$ cat src/rtl/load_store_unit.sv
// rtl/load_store_unit.sv - byte-addressed RISC-V load/store front end for a 64-bit doubleword memory
module load_store_unit #(
    parameter int DEPTH = 1024
) (
    input  logic        clk,
    input  logic        rst_n,
    input  logic        req_valid,
    output logic        req_ready,
    input  logic        req_write,
    input  logic [2:0]  req_funct3,
    input  logic [63:0] req_addr,
    input  logic [63:0] req_wdata,
    output logic        resp_valid,
    output logic [63:0] resp_rdata,
    output logic        resp_error,
    output logic        MemRead,
    output logic        MemWrite,
    output logic [63:0] Address,
    output logic [63:0] Write_data,
    input  logic [63:0] ReadData
);

    typedef enum logic [2:0] {
        IDLE,
        RD,
        MERGE,
        WR,
        RESP
    } state_t;

    localparam logic [60:0] DEPTH_IDX = 61'(DEPTH);

    state_t      state;
    state_t      state_next;
    logic [2:0]  off_q;
    logic [2:0]  funct3_q;
    logic        write_q;
    logic [63:0] wdata_q;
    logic        accept;
    logic [2:0]  align_mask;
    logic        req_err;

    assign req_ready = rst_n && (state == IDLE);
    assign accept    = req_valid && req_ready;

    // Any nonzero offset bit below the access size means misaligned.
    always_comb begin
        align_mask = 3'b000;
        case (req_funct3[1:0])
            2'b00:   align_mask = 3'b000;
            2'b01:   align_mask = 3'b001;
            2'b10:   align_mask = 3'b011;
            default: align_mask = 3'b111;
        endcase
        req_err = (req_funct3 == 3'b111)
               || (req_write && req_funct3[2])
               || ((req_addr[2:0] & align_mask) != 3'b000)
               || (req_addr[63:3] >= DEPTH_IDX);
    end

    function automatic logic [63:0] extend_load(input logic [63:0] dw,
                                                input logic [2:0]  off,
                                                input logic [2:0]  f3);
        logic [63:0] field;
        logic        sgn;
        field = dw >> {off, 3'b000};
        sgn   = ~f3[2];
        case (f3[1:0])
            2'b00:   extend_load = {{56{sgn & field[7]}},  field[7:0]};
            2'b01:   extend_load = {{48{sgn & field[15]}}, field[15:0]};
            2'b10:   extend_load = {{32{sgn & field[31]}}, field[31:0]};
            default: extend_load = field;
        endcase
    endfunction

    function automatic logic [63:0] merge_store(input logic [63:0] dw,
                                                input logic [63:0] wdata,
                                                input logic [2:0]  off,
                                                input logic [2:0]  f3);
        logic [63:0] mask;
        case (f3[1:0])
            2'b00:   mask = 64'h0000_0000_0000_00FF;
            2'b01:   mask = 64'h0000_0000_0000_FFFF;
            2'b10:   mask = 64'h0000_0000_FFFF_FFFF;
            default: mask = 64'hFFFF_FFFF_FFFF_FFFF;
        endcase
        mask        = mask << {off, 3'b000};
        merge_store = (dw & ~mask) | ((wdata << {off, 3'b000}) & mask);
    endfunction

    always_ff @(posedge clk or negedge rst_n) begin
        if (!rst_n) begin
            state <= IDLE;
        end else begin
            state <= state_next;
        end
    end

    always_comb begin
        state_next = state;
        case (state)
            IDLE: begin
                if (accept) begin
                    if (req_err) begin
                        state_next = RESP;
                    end else if (req_write && (req_funct3[1:0] == 2'b11)) begin
                        state_next = WR;
                    end else begin
                        state_next = RD;
                    end
                end
            end
            RD:      state_next = write_q ? MERGE : RESP;
            MERGE:   state_next = WR;
            WR:      state_next = RESP;
            RESP:    state_next = IDLE;
            default: state_next = IDLE;
        endcase
    end

    // Enables and response flags are registered from the next state so nothing
    // on the memory side depends combinationally on req_*.
    always_ff @(posedge clk or negedge rst_n) begin
        if (!rst_n) begin
            off_q      <= 3'b000;
            funct3_q   <= 3'b000;
            write_q    <= 1'b0;
            wdata_q    <= 64'h0;
            Address    <= 64'h0;
            Write_data <= 64'h0;
            MemRead    <= 1'b0;
            MemWrite   <= 1'b0;
            resp_valid <= 1'b0;
            resp_error <= 1'b0;
            resp_rdata <= 64'h0;
        end else begin
            MemRead    <= (state_next == RD);
            MemWrite   <= (state_next == WR);
            resp_valid <= (state_next == RESP);
            resp_error <= 1'b0;
            resp_rdata <= 64'h0;

            if (state_next == RESP) begin
                resp_error <= (state == IDLE);
                if ((state == RD) && !write_q) begin
                    resp_rdata <= extend_load(ReadData, off_q, funct3_q);
                end
            end

            if (accept) begin
                off_q    <= req_addr[2:0];
                funct3_q <= req_funct3;
                write_q  <= req_write;
                wdata_q  <= req_wdata;
                Address  <= {3'b000, req_addr[63:3]};
                if (req_write && (req_funct3 == 3'b011) && !req_err) begin
                    Write_data <= req_wdata;
                end
            end

            if ((state == RD) && write_q) begin
                Write_data <= merge_store(ReadData, wdata_q, off_q, funct3_q);
            end
        end
    end

endmodule

$ cat config.mk
export PLATFORM = sky130hd
export DESIGN_NAME = load_store_unit
export DESIGN_NICKNAME = d
export VERILOG_FILES = /design/src/rtl/load_store_unit.sv
export SDC_FILE = /design/constraint.sdc
export NUM_CORES = 1
export LEC_CHECK = 0
export CORE_MARGIN = 8
export CORE_UTILIZATION = 52
export DETAILED_ROUTE_END_ITERATION = 12
export DONT_BUFFER_PORTS = 1
export GPL_ROUTABILITY_DRIVEN = 0
export PLACE_DENSITY = 0.69
export SLEW_MARGIN = 5
export SYNTH_ARGS = -nofsm -noshare
export SYNTH_HDL_FRONTEND = slang
export SYNTH_SLANG_ARGS = --single-unit
export TNS_END_PERCENT = 5
$ cat constraint.sdc
create_clock -name clk -period 2.68 [get_ports clk]
set_clock_uncertainty 0.1 [all_clocks]
set_input_delay 0.804 -clock clk [delete_from_list [all_inputs] [get_ports clk]]
set_output_delay 0.804 -clock clk [all_outputs]
set_load 0.02 [all_outputs]
==> impl_metrics.py, run 1 <==
metrics = {
    "outcome": {
        "status": "finished with violations",
        "violations": "negative hold slack",
    },
    "drt": {
        "dr_total_vias": 13100,
        "drc": 0,
        "antenna_left": 0,
        "drt_wl_total_um": 55900,
        "drt_iter0_drc": 1768,
        "firstDrtPassIters": 6,
        "routedWlPerCell_um": 28.2,
        "viasPerCell": 6.64,
    },
    "setup_path": {
        "critical_path_required_ns": 2.99,
        "arrival_ns": 2.86,
        "critPathKind": "register to register",
        "cp-startpoint": "off_q[1]",
        "path_max_fanout": 44,
        "timing.rr.start": "off_q[1]",
        "critPathLaunchType": "register",
        "critPathCaptureType": "register",
        "rrSetupSlack_ns": 0.13,
    },
    "synthesis": {
        "synth_edf_count": 0,
        "synth-seq-cells": 267,
        "synth_seq_area_share_pct": 44.5,
        "syn_area_per_cell_sq_um": 9.27,
        "ys.flop_type": "dfrtp_1",
        "synthArstFlopShare_pct": 100,
        "syn_inst": 1621,
        "netlist_area_sq_um": 15000,
        "yosysWarnings": 0,
        "ys_types": 56,
    },
    "pwr": {
        "p_leak_uw": 0.00782,
        "seq_power_share_pct": 41.9,
        "p_sw_share_pct": 31.7,
        "pwr-share-clk_pct": 35.8,
        "vdd_drop_max_uv": 462,
        "comb_power_share_pct": 22.3,
        "p_switching_uw": 3770,
        "p_total_uw": 11900,
        "powerDensity_nw_per_um2": 716,
        "p_int_uw": 8110,
    },
    "cts": {
        "htreeDepth": 1,
        "clock_latency_ns": 0.56,
        "cts_setup_buffers": 0,
        "clockRootBuffer": "clkbuf_16",
        "clkSlewWorstSetupHoldPaths_ns": 0.06,
        "clock-sinks": 267,
        "tritoncts.num_buffers": 28,
        "cts_tree": "built",
        "cts_buffer_depth": 3,
    },
    "floorplan": {
        "rows": 62,
        "start_util_pct": 52.6,
        "core_sq_um": 28500,
        "die_h_um": 186,
        "chipWidth_um": 186,
        "dieArea_sq_um": 34600,
        "io_pins": 396,
    },
    "sta": {
        "max_freq_mhz": 392,
        "final_hold_viol_count": 179,
        "relSlewSlack_pct": 43.4,
        "setup_viol": 0,
        "fin_crit_sh_pct": 95.2,
        "fin_crit_ns": 2.55,
        "worst_slew_pin_slew_ns": 0.849,
        "report.final.slew_viol_count": 0,
        "setup_ws_ns": 0.129,
        "rsz0062_at_grt": "no",
        "hold_ws_ns": -0.163,
    },
    "grt": {
        "antenna_found_initial": 3,
        "grt_pass1_vias": 12600,
        "grt_pass1_wl_um": 81400,
        "grt_max_degree": 271,
        "grtUsageTotal_pct": 31.3,
        "grt-ovfl-total": 0,
    },
    "placement": {
        "hpwl_um": 41800,
        "pre_cts_ws_ns": -0.0720,
        "postPlaceCellArea_sq_um": 15600,
        "io_buffers": 0,
    },
    "final_layout": {
        "multiInputGateArea_sq_um": 7730,
        "design_area_sq_um": 16600,
        "fin_nets": 1769,
        "fillerInstances": 2517,
        "fin_util_pct": 58.2,
        "synthToLayoutAreaGrowth_pct": 10.5,
        "seq_area_sq_um": 6690,
        "drive_gt1_share_pct": 14.7,
    },
    "job": {
        "max-cap-violations": 0,
    },
    "worst_hold_path": {
        "hold_class": "primary input to asynchronous set/reset pin",
    },
}
[worst max-delay path, stage by stage, from the launching register on]
cell     delay, ns
dfrtp_4       0.64
buf_12        0.29
mux2_2        0.37
a22oi_1       0.24
a21oi_1       0.12
mux2i_1       0.46
a22oi_1       0.12
[worst paths after layout]
| check | to | cells after the start |
|---|---|---|
| setup reg to reg | Write_data[49] | 6 |
| max in group asynchronous | resp_rdata[10] | 0 |
| hold reg to reg | wdata_q[52] | 2 |
| hold / removal | Address[1] | 0 |
| setup / recovery | Write_data[49] | 6 |
| min in group clk | Address[16] | 2 |
[power by group through the flow]
stage	clock network (uW)	logic (uW)	registers [uW]
2_1_floorplan	0	2010	4790
3_3_place_gp	0	2530	5020
3_5_place_dp	0	2580	5020
4_1_cts	4290	2580	4960
5_1_grt	4460	2820	5000
6_report	4250	2660	4980
[synthesized netlist by cell type (all sizes together) (6+ instances only)]
library cell  instances  area [sq um]
buf                  41           229
nand3                 6          30.0
a2bb2oi              15           138
a31oi                50           313
nor3                  7          51.3
mux2i                80           801
a22oi                55           413
o31ai                 8          73.8
mux2                 38           428
a211oi               16           120
clkbuf              107           402
o211ai               17           128
mux4                 61          1370
or3                   9          56.3
o21ai                83           415
nand2               465          1750
a22o                  7          61.3
nor2                 95           367
a21oi                64           324
and3                 59           369
nor4                 22           138
dfrtp               267          6680
o31a                  8          70.1
[layer usage]
metal / vias up / routed length [um] / GRT usage, %
met5: - / 27 / 0
met4: 4 / 3510 / 17.1
met3: 218 / 7440 / 11.4
met2: 973 / 25200 / 48.2
met1: 6304 / 19600 / 37.8
li1: 5642 / - / -
[area by class of cell]
class / instances / share of cell area [%]
repair buffers: 65 / 3.92
well taps: 384 / 2.89
inverters: 6 / 0.136
diodes: 5 / 0.0754
clock buffers: 39 / 4.83
multi-input cells: 1202 / 46.6
flip-flops and latches: 267 / 40.3
clock inverters: 11 / 1.28
[per-stage QoR]
stage / TNS [ns] / std cells / hold WS (ns)
global route: 0 / 1974 / -0.190
CTS: 0 / 1974 / -0.174
detailed placement: -0.484 / 1924 / 0.386
floorplan: 0 / 1623 / 0.341
global placement: -0.0677 / 1924 / 0.392
finish: 0 / 1979 / -0.163
[cells by family after synthesis]
kind of cell / synth area share, %
other cells: 0.0250
simple gates: 19.6
mux: 17.3
compound gates: 14.2
buf+inv: 4.35
flops: 44.5
[what timing repair did]
action                                 CTS  global route
endpoints found under the hold margin  267           267
resized for setup                        1             1
setup endpoints to repair                1             1
cloned                                   0             0
[state kept, by name, indices dropped and copies added, names as in the netlist]
signal,cells
MemWrite,1
resp_rdata,64
resp_valid,1
funct3_q,3
MemRead,1
off_q,3
write_q,1
Write_data,64
wdata_q,64
resp_error,1
state,3
Address,61
[cells in the final DEF (no fill, tap or decap), drive strengths merged, types with 3 or more instances in the layout]
| cell | count |
|---|---|
| nand2b | 4 |
| a31oi | 50 |
| o21a | 3 |
| o21ai | 83 |
| mux2i | 80 |
| and2 | 3 |
| o31a | 8 |
| nor2 | 95 |
| or3 | 9 |
| clkinv | 6 |
| nor3 | 7 |
| nand3 | 6 |
| a22o | 7 |
| or2 | 3 |
| inv | 6 |
| a21oi | 64 |
| a2bb2oi | 15 |
| nand2 | 465 |
| mux2 | 38 |
| o31ai | 8 |
| conb | 3 |
| bufinv | 5 |
| o211ai | 17 |
| nor4 | 22 |
| dfrtp | 267 |
| and3 | 59 |
| clkbuf | 39 |
| buf | 65 |
| a22oi | 55 |
| a211oi | 16 |
| and4 | 4 |
| diode | 5 |
| mux4 | 61 |
(Power assumes the default switching activity.)
==> inputs of run 2 (changes only) <==
CORE_MARGIN = default   (was 8)
==> impl_metrics.py, run 2 (synthesis results as in run 1) <==
metrics = {
    "sta": {
        "setup_viol": 0,
        "rsz0062_at_grt": "no",
        "fin_crit_sh_pct": 96.2,
        "hold_ws_ns": -0.177,
        "relSlewSlack_pct": 43.3,
        "final_hold_viol_count": 267,
        "setup_ws_ns": 0.101,
        "fin_crit_ns": 2.58,
        "worst_slew_pin_slew_ns": 0.843,
        "max_freq_mhz": 388,
        "report.final.slew_viol_count": 0,
        "finalSetupTns_ns": 0,
    },
    "grt": {
        "antenna_found_initial": 4,
        "grtUsageMet3_pct": 11.9,
        "grt.busiest_layer": "met2",
        "grt_pass1_wl_um": 78400,
        "grt_max_degree": 271,
        "use_met1_pct": 44.5,
        "grt-ovfl-total": 0,
        "grtUsageTotal_pct": 35.6,
        "grt_pass1_vias": 12400,
        "grtUsageMet2_pct": 54.3,
    },
    "drt": {
        "drt_iter0_drc": 1695,
        "firstDrtPassIters": 7,
        "dr_total_vias": 13100,
        "drc": 0,
        "routedWlPerCell_um": 27.0,
        "antenna_left": 0,
        "drt_wl_total_um": 53200,
        "viasPerCell": 6.63,
    },
    "setup_path": {
        "critPathKind": "register to primary output",
        "critical_path_required_ns": 1.78,
        "arrival_ns": 1.68,
        "critPathLaunchType": "register",
        "path_max_fanout": 7,
        "critPathCaptureType": "primary output",
    },
    "cts": {
        "tritoncts.num_buffers": 28,
        "cts_tree": "built",
        "cts_buffer_depth": 3,
        "clock-sinks": 267,
        "clock_latency_ns": 0.58,
        "htreeDepth": 1,
        "clkSlewWorstSetupHoldPaths_ns": 0.06,
        "clockRootBuffer": "clkbuf_16",
    },
    "final_layout": {
        "stdcell_count": 1969,
        "layout_common_cells": "nand2_1 (464), dfrtp_1 (264), nor2_1 (91)",
        "fin_nets": 1769,
        "fillerInstances": 2497,
        "drive_gt1_share_pct": 14.9,
        "layout_commonest_cell": "nand2_1",
        "reg.largest.list": "Write_data x64, resp_rdata x64, wdata_q x64",
        "synthToLayoutAreaGrowth_pct": 10.2,
        "fin_util_pct": 59.0,
    },
    "floorplan": {
        "dieArea_sq_um": 29600,
        "io_pins": 396,
        "die_h_um": 172,
        "start_util_pct": 53.5,
        "chipWidth_um": 172,
        "core_sq_um": 28100,
        "rows": 61,
    },
    "job": {
        "max-cap-violations": 0,
    },
    "outcome": {
        "violations": "negative hold slack",
        "status": "finished with violations",
    },
    "worst_hold_path": {
        "hold_class": "primary input to asynchronous set/reset pin",
    },
    "pwr": {
        "powerDensity_nw_per_um2": 703,
        "p_leak_uw": 0.00780,
        "p_total_uw": 11600,
        "vdd_drop_max_uv": 481,
    },
    "placement": {
        "hpwl_um": 39000,
        "dp_cells": 1918,
        "io_buffers": 0,
        "pre_cts_ws_ns": -0.186,
    },
}
run 2: cell count changes in the layout (fill, tap and decap cells not counted), moves of 2 or more:
cell,before,now
bufinv_16,5,3
clkbuf_1,5,2
buf_12,13,16
buf_4,52,49
clkinv_2,3,8
run 2: final timing paths:
| kind | slack (ns) | endpoint | start | cells after the start |
|---|---|---|---|---|
| worst min-delay path | -0.18 | resp_error | rst_n | 0 |
| max in group asynchronous | 2.14 | wdata_q[6] | rst_n | 0 |
| worst max-delay path | 0.10 | req_ready | state[1] | 2 |
| worst max register to register | 0.16 | Write_data[19] | off_q[0] | 6 |
| min in group clk | 0.23 | wdata_q[17] | req_wdata[17] | 2 |
| worst min register to register | 0.38 | wdata_q[63] | wdata_q[63] | 2 |
run 2: final cells by class:
class	instances	area, sq um	area share (%)
multi-input combinational	1202	7730	46.7
sequential	267	6690	40.4
clock buffer	35	777	4.69
timing repair buffer	65	688	4.16
tap	378	473	2.86
clock inverter	12	160	0.967
inverter	6	26.3	0.159
antenna	4	10.0	0.0604
run 2: per-layer routing:
metal	vias up	wire length [um]
met1	6221	18800
met4	4	3440
met3	219	7220
met2	979	23700
met5	-	25
li1	5633	-
run 2: power by group:
group          internal (uW)  switching [uW]
Sequential              4340             610
Combinational           1220            1460
Clock                   2330            1670
Total                   7900            3740
run 2: stage by stage:
step | instance area [sq um] | hold slack (ns)
global placement | 15600 | 0.370
detailed placement | 15600 | 0.367
finish | 16600 | -0.177
floorplan | 15000 | 0.341
global route | 16600 | -0.188
CTS | 16500 | -0.183
run 2: critical path: stages (launching register included):
cell,delay (ns)
dfrtp_1,0.49
nor3_2,0.31
and2_2,0.29
run 2: timing repair:
| action | CTS | global route |
|---|---|---|
| buffers inserted | 0 | 0 |
| hold endpoints to repair | 267 | 267 |
| endpoints found under the setup margin | 1 | 5 |
| gates resized for setup | 1 | 4 |
